<file path="src/rtl/hazard_stall_control.sv">
// Pipeline interlock: load-use stall detection plus the mult/div handshake FSM.
// Owns PC/FD/DX hold and bubble controls for hazards the bypass network cannot cover.
module hazard_stall_control #(
  parameter int MD_TIMEOUT = 64
) (
  input  logic        i_clk,
  input  logic        i_rst_n,
  input  logic [31:0] i_fd_ir,
  input  logic [31:0] i_dx_ir,
  input  logic        i_branch_flush,
  input  logic        i_md_result_rdy,
  output logic        o_pc_stall,
  output logic        o_fd_stall,
  output logic        o_dx_stall,
  output logic        o_dx_bubble,
  output logic        o_xm_bubble,
  output logic        o_ctrl_mult,
  output logic        o_ctrl_div,
  output logic        o_md_result_we,
  output logic        o_md_busy,
  output logic        o_md_timeout
);

  localparam int CW = $clog2(MD_TIMEOUT + 1);
  localparam logic [CW-1:0] LAST_BUSY = CW'(MD_TIMEOUT - 1);

  typedef enum logic [1:0] {S_IDLE, S_START, S_BUSY, S_DONE} state_t;

  state_t        r_state;
  logic [CW-1:0] r_count;
  logic          r_is_mul;
  logic          r_timeout;
  logic          r_armed;

  logic [4:0] w_fd_op, w_fd_rd, w_fd_rs, w_fd_rt;
  logic [4:0] w_dx_op, w_dx_rd, w_dx_aluop;
  logic [4:0] w_src_a, w_src_b;
  logic       w_use_a, w_use_b;
  logic       w_is_md, w_is_lw, w_load_use, w_idle_md, w_hold;
  logic       w_unused;

  assign w_fd_op    = i_fd_ir[31:27];
  assign w_fd_rd    = i_fd_ir[26:22];
  assign w_fd_rs    = i_fd_ir[21:17];
  assign w_fd_rt    = i_fd_ir[16:12];
  assign w_dx_op    = i_dx_ir[31:27];
  assign w_dx_rd    = i_dx_ir[26:22];
  assign w_dx_aluop = i_dx_ir[6:2];
  assign w_unused   = ^{i_fd_ir[11:0], i_dx_ir[21:7], i_dx_ir[1:0]};

  // Source registers the FD instruction reads in decode; sw data is forwarded later.
  always_comb begin
    w_src_a = 5'd0;
    w_src_b = 5'd0;
    w_use_a = 1'b0;
    w_use_b = 1'b0;
    case (w_fd_op)
      5'b00000: begin
        w_src_a = w_fd_rs; w_use_a = 1'b1;
        w_src_b = w_fd_rt; w_use_b = 1'b1;
      end
      5'b00101, 5'b01000, 5'b00111: begin
        w_src_a = w_fd_rs; w_use_a = 1'b1;
      end
      5'b00010, 5'b00110: begin
        w_src_a = w_fd_rd; w_use_a = 1'b1;
        w_src_b = w_fd_rs; w_use_b = 1'b1;
      end
      5'b00100: begin
        w_src_a = w_fd_rd; w_use_a = 1'b1;
      end
      5'b10110: begin
        w_src_a = 5'd30; w_use_a = 1'b1;
      end
      default: ;
    endcase
  end

  assign w_is_md = (w_dx_op == 5'b00000) &&
                   ((w_dx_aluop == 5'b00110) || (w_dx_aluop == 5'b00111));
  assign w_is_lw = (w_dx_op == 5'b01000) && (w_dx_rd != 5'd0);

  assign w_load_use = i_rst_n && (r_state == S_IDLE) && w_is_lw && !i_branch_flush &&
                      ((w_use_a && (w_src_a == w_dx_rd)) || (w_use_b && (w_src_b == w_dx_rd)));
  assign w_idle_md  = i_rst_n && (r_state == S_IDLE) && w_is_md;
  assign w_hold     = (r_state == S_START) || (r_state == S_BUSY);

  // r_armed keeps the first edge after reset release from launching a start pulse.
  always_ff @(posedge i_clk or negedge i_rst_n) begin
    if (!i_rst_n) begin
      r_state   <= S_IDLE;
      r_count   <= '0;
      r_is_mul  <= 1'b0;
      r_timeout <= 1'b0;
      r_armed   <= 1'b0;
    end else begin
      r_armed <= 1'b1;
      case (r_state)
        S_IDLE: begin
          if (w_is_md && r_armed) begin
            r_state  <= S_START;
            r_is_mul <= (w_dx_aluop == 5'b00110);
          end
        end
        S_START: begin
          r_count <= '0;
          r_state <= i_md_result_rdy ? S_DONE : S_BUSY;
        end
        S_BUSY: begin
          if (i_md_result_rdy) begin
            r_state <= S_DONE;
          end else if (r_count == LAST_BUSY) begin
            r_state   <= S_DONE;
            r_timeout <= 1'b1;
          end else begin
            r_count <= r_count + CW'(1);
          end
        end
        S_DONE:  r_state <= S_IDLE;
        default: r_state <= S_IDLE;
      endcase
    end
  end

  assign o_pc_stall     = w_idle_md | w_hold | w_load_use;
  assign o_fd_stall     = w_idle_md | w_hold | w_load_use;
  assign o_dx_stall     = w_idle_md | w_hold;
  assign o_dx_bubble    = w_load_use;
  assign o_xm_bubble    = w_idle_md | w_hold;
  assign o_ctrl_mult    = (r_state == S_START) && r_is_mul;
  assign o_ctrl_div     = (r_state == S_START) && !r_is_mul;
  assign o_md_result_we = (r_state == S_DONE);
  assign o_md_busy      = (r_state != S_IDLE);
  assign o_md_timeout   = r_timeout;

endmodule

</file>
<file path="config.mk">
export PLATFORM = sky130hd
export DESIGN_NAME = hazard_stall_control
export DESIGN_NICKNAME = d
export VERILOG_FILES = /design/src/rtl/hazard_stall_control.sv
export SDC_FILE = /design/constraint.sdc
export NUM_CORES = 1
export LEC_CHECK = 0
export BUFFER_PORTS_ARGS = -buffer_cell sky130_fd_sc_hd__buf_2
export CAP_MARGIN = 20
export CORE_ASPECT_RATIO = 1.4
export CORE_MARGIN = 5
export CORE_UTILIZATION = 41
export CTS_CLUSTER_SIZE = 14
export DETAILED_ROUTE_END_ITERATION = 10
export PLACE_DENSITY = 0.8
export SETUP_SLACK_MARGIN = 0.4
export SLEW_MARGIN = 20
export SYNTH_ARGS = -nofsm -noshare
export SYNTH_HDL_FRONTEND = slang
export SYNTH_SLANG_ARGS = --single-unit
</file>
<file path="constraint.sdc">
create_clock -name i_clk -period 3.8 [get_ports i_clk]
set_input_delay 1.14 -clock i_clk [delete_from_list [all_inputs] [get_ports i_clk]]
set_output_delay 1.14 -clock i_clk [all_outputs]
set_load 0.02 [all_outputs]
</file>
Word-level counts from Yosys, hierarchy flattened

Cells that the tools add are included.

Register bits after elaboration: 12

$add $sub $neg: 1
Eq/ne operators: 20
Mux-type cells: 12
Bitwise logic cells: 3
Reduce and logical (&&, ||, !) cells: 32

Operator list:

| operator                                                        | number |
|---|---|
| 5-bit by 3-bit == test with 1-bit output, second input constant | 6 |
| 5-bit case mux with 3 select lines                              | 1 |
| 7-bit two-way mux                                               | 2 |
| 7-bit case mux with 2 select lines                              | 1 |
| 1-bit logical AND                                               | 12 |
| 5-bit by 4-bit == test with 1-bit output, second input constant | 2 |
| 5-bit == test                                                   | 2 |
| 5-bit logical NOT                                               | 2 |
| 5-bit case mux with 2 select lines                              | 1 |
| 2-bit case mux with 4 select lines                              | 1 |
| 8-bit OR reduction                                              | 1 |
| 7-bit by 1-bit adder with 7-bit output, second input constant   | 1 |
| 7-bit by 6-bit == test with 1-bit output, second input constant | 1 |
| 2-bit two-way mux                                               | 3 |
| 3-bit AND reduction                                             | 2 |
| 3-bit OR reduction                                              | 2 |
| 5-bit by 2-bit == test with 1-bit output, second input constant | 1 |
| 5-bit == test, second input constant                            | 1 |
| 5-bit nonzero test                                              | 1 |
| 2-bit == test, second input constant                            | 2 |
| 2-bit inequality test, second input constant                    | 2 |
| 2-bit AND reduction                                             | 2 |
| 2-bit nonzero test                                              | 2 |
| 4-bit OR reduction                                              | 1 |
| other kinds (10)                                                | 16 |

Longest topological paths before layout

Word-level depth: 8
Gate-level depth with buffers: 8

Worst setup path after synthesis

OpenSTA, ideal clock, no wires.

Kind: input to output
From: input port i_fd_ir[29]
To: output port o_pc_stall
Data arrival time: 2824 ps
Data required time: 2660 ps
Path slack: -164 ps
Stages: 8
Buffers on the path: 2
Cells stage by stage: buf_6 > or4_1 > nand2_2 > a222oi_1 > xor2_1 > nand4_1 > o21ai_1 > buf_4

Cells in the longest elaborated chain, start to end: 8
Elaborated cells between the ends (all ways): 24
Classes of those cells: eq/ne (9); mux (4); bitwise (1); reduce/logical (10)

Ends and longest elaborated chain:

| what                                                                                     | line | text |
|---|---|---|
| from (decl)                                                                              | 8    | `input logic [31:0] i_fd_ir,` |
| 5-bit by 3-bit == test with 1-bit output (tied with other cells)                         | 57   | `case (w_fd_op)` |
| 4-bit OR reduction (no line) (tied with other cells)                                     | --   |  |
| 5-bit case mux with 3 select lines or 5-bit case mux with 2 select lines (tied branches) | 57   |  |
| 5-bit == test                                                                            | 84   | `((w_use_a && (w_src_a == w_dx_rd)) \|\| (w_use_b && (w_src_b == w_dx_rd)));` |
| 1-bit logical AND                                                                        | 84   |  |
| 1-bit logical OR *                                                                       | 84   |  |
| 1-bit logical AND *                                                                      | 83   | `assign w_load_use = i_rst_n && (r_state == S_IDLE) && w_is_lw && !i_branch_flush &&` |
| 1-bit OR *                                                                               | --   |  |
| to (decl)                                                                                | 12   | `output logic o_pc_stall,` |

Every way passes the cells marked *; elsewhere a longest branch is shown, timed or not.

Worst setup path in the final report

From: input port i_dx_ir[28]
To: output port o_dx_bubble

Cells in the longest elaborated chain, start to end: 5

Ends and longest elaborated chain:

| what                                     | line | text |
|---|---|---|
| from (decl)                              | 9    | `input logic [31:0] i_dx_ir,` |
| 5-bit by 4-bit == test with 1-bit output | 81   | `assign w_is_lw = (w_dx_op == 5'b01000) && (w_dx_rd != 5'd0);` |
| 1-bit logical AND                        | 81   |  |
| 1-bit logical AND (3 in a row)           | 83   |  |
| to (decl)                                | 15   | `output logic o_dx_bubble,` |

Every way passes these cells.

==> impl_metrics.tcl <==
set metrics [dict create \
    ys_ff_latch 12 \
    drive_gt1_share_pct 43.5 \
    die_w_um 53.6 \
    endpoint_kind "primary output" \
    yosys.cell_types.count 41 \
    cp_slowest_stage_delay_ps 320 \
    cp_top_family "simple AND/OR/NAND/NOR gates" \
    worstPathRequired_ps 2660 \
    cts_buffer_depth 2 \
    grt_pass1_wl_mm 5.13 \
    ios 78 \
    max_freq_mhz 259 \
    numCtsBuffers 3 \
    avgSynthCellArea_um2 8.86 \
    start_kind "primary input" \
    power.density_nw_per_um2 437 \
    outcome "complete, but fails checks" \
    syn_inst 123 \
    synth_area_um2 1090 \
    period_minus_slack_ps 3860 \
    drtPass1Iterations 4 \
    overflow 0 \
    p_leak_nw 0.750 \
    clock_skew_ps 3.92 \
    routabilityCongestion 0.876 \
    period_share_pct 102 \
    hpwl_mm 2.53 \
    place_area_um2 1450 \
    port_buffers 48 \
    final_util_pct 61.5 \
    syn-num-nets 197 \
    nets 260 \
    drc 0 \
    violations "negative setup slack" \
    path_cells "buf_2 -> nor4_4 -> and3_4 -> o2111ai_2 -> buf_4 -> a21oi_1 -> nand2_1 -> o21ai_1 -> buf_4" \
    die_area_um2 3800 \
    ys_warn_count 0 \
    path_clk_slew_ps 70 \
    cts_tree "done" \
    crit_arrival_ps 2720 \
    row_count 22 \
    clk_latency_ps 260 \
    setup_slack_ps -63.4 \
    total_power_mw 0.695 \
    crit_slowest_cell "nor4_4" \
    grtUsageTotal_pct 17.4 \
    num_vias 1205 \
    path_max_fanout 2 \
    antenna_found_initial 0 \
    avgViaCountPerCell 5.48 \
    htree_num_levels 1 \
    report.final.slew_viol_count 0 \
    setup_violations 3 \
    rsz0062_at_grt "yes" \
    peakVddDrop_v 0.000412 \
    drtIter0Drc 37 \
    coreArea_um2 2590 \
    cp_common_cell "buf_4" \
    grt_max_degree 13 \
    hp-class "reg2reg" \
    antenna_cells 0 \
    routed_wl_mm 3.22 \
    antenna_left 0 \
    path_buf_inv 3 \
    cts_num_sinks 12 \
    hold_viol 0 \
    die_y_um 71 \
    final_area_um2 1590 \
    start_util_pct 42.1 \
    first_global_vias 1273 \
    drv_cap 0 \
    seq_area_frac_synth_pct 27.6 \
    critPathKind "in2out" \
    cts_root_buffer "clkbuf_4" \
    post_drt_wl_per_cell_um 14.6 \
    syn2layout_area_growth_pct 45.9 \
]
-- per-stage QoR --
step | setup WS, ps | std cells | setup TNS [ps] | hold slack, ps
final | -63.4 | 220 | -189 | 486
after global routing | -133 | 220 | -396 | 534
after CTS | -83.2 | 220 | -229 | 490
after detailed placement | -150 | 215 | -449 | 470
after global placement | -93.9 | 215 | -250 | 453
after floorplan | 25.2 | 123 | 0 | 442
-- synth_stat cells --
cell type | number | area, µm²
or3_1 | 1 | 6.26
buf_2 | 1 | 5.00
a22o_1 | 1 | 8.76
nor3_2 | 1 | 10.0
mux2i_1 | 1 | 10.0
o21ai_0 | 2 | 10.0
ha_1 | 6 | 75.1
nand4bb_1 | 1 | 11.3
o2111ai_1 | 1 | 8.76
o21bai_1 | 4 | 30.0
mux2_1 | 2 | 22.5
and3_1 | 2 | 12.5
buf_6 | 2 | 22.5
nand4_1 | 5 | 31.3
conb_1 | 1 | 3.75
nand2_1 | 11 | 41.3
dfrtp_1 | 12 | 300
o21ai_1 | 2 | 10.0
nor4_2 | 1 | 12.5
a31oi_1 | 1 | 6.26
a41oi_1 | 1 | 8.76
xnor2_1 | 4 | 35.0
and2_1 | 3 | 18.8
inv_1 | 5 | 18.8
nand2_2 | 1 | 6.26
nor2b_1 | 4 | 25.0
or4_1 | 3 | 22.5
nor2_1 | 7 | 26.3
a22oi_1 | 6 | 45.0
buf_4 | 2 | 15.0
mux2_2 | 2 | 22.5
or4bb_1 | 1 | 11.3
o31ai_1 | 1 | 7.51
nor3_1 | 3 | 15.0
a21oi_1 | 5 | 25.0
a222oi_1 | 3 | 30.0
a21o_1 | 2 | 15.0
xor2_1 | 8 | 70.1
mux2_4 | 1 | 15.0
nand3_1 | 2 | 10.0
a2111oi_0 | 1 | 8.76
-- report_power, final --
part | switching (mW) | internal [mW] | total, mW
logic | 0.251 | 0.199 | 0.450
registers | 0.0204 | 0.149 | 0.170
clock network | 0.0397 | 0.0366 | 0.0762
total | 0.311 | 0.384 | 0.695
-- what timing repair did --
| action | in CTS | in global routing |
|---|---|---|
| buffers inserted | 2 | 0 |
| endpoints found under the setup margin | 3 | 3 |
| pin swaps | 8 | 3 |
| gates resized for setup | 20 | 6 |
| cloned | 0 | 0 |
| hold buffers | 0 | 0 |
-- cell families (layout without fill, tap and decap cells) --
family	count (synthesis)	in the layout	share of synthesized area [%]
adders and majority gates	6	6	6.89
other	1	1	0.344
DFF	12	12	27.6
muxes	6	6	6.43
AOI/OAI and AO/OA	30	30	19.6
xor gates and xnor gates	12	12	9.64
buffers and inverters	10	71	5.62
and+or+nand+nor	46	46	23.9
-- layout by cell type (no fill, tap or decap), types with 2 or more instances in the layout --
master / instances
a21o_1: 2
buf_4: 15
nor3_2: 2
buf_2: 41
a222oi_1: 3
buf_8: 2
a22oi_1: 6
ha_1: 6
nand4_1: 5
or4_1: 2
buf_6: 4
xor2_1: 8
nand2_1: 11
a21oi_1: 5
xnor2_1: 4
o21bai_1: 4
and2_1: 2
nor2_1: 7
inv_1: 5
nor3_1: 2
nor2b_1: 4
dfrtp_1: 12
o21ai_0: 2
clkbuf_4: 3
nand3_1: 2
mux2_1: 2
mux2_4: 2
-- cell type report --
type | instances | area (µm²)
repair buffers | 63 | 413
clock buffers | 3 | 22.5
fillers | 241 | 997
well taps | 36 | 45.0
flip-flops and latches | 12 | 300
multi-input cells | 101 | 791
inverters | 5 | 18.8
-- worst paths after layout --
| kind | startpoint | end | slack (ps) | depth (start not counted) |
|---|---|---|---|---|
| min reg2reg | o_md_timeout | o_md_timeout | 490 | 1 |
| min | o_md_timeout | o_md_timeout | 490 | 1 |
| max | i_dx_ir[28] | o_dx_bubble | -60 | 9 |
| max in group asynchronous | i_rst_n | r_armed | 2830 | 2 |
| min in group asynchronous | i_rst_n | r_count[5] | 810 | 2 |
| max reg2reg | r_state[0] | r_count[5] | 1810 | 7 |
-- layer usage --
layer,part of all wire (%),GRT usage (%)
met4,2.7,7.39
met1,35,18.3
met3,7.6,2.11
met2,54,32.6
met5,0,0
-- state kept, by name, summed over array words and instances (netlist names) --
signal and count:
r_is_mul 1, r_armed 1, r_count 7, r_state 2, o_md_timeout 1
(Power assumes the default switching activity.)
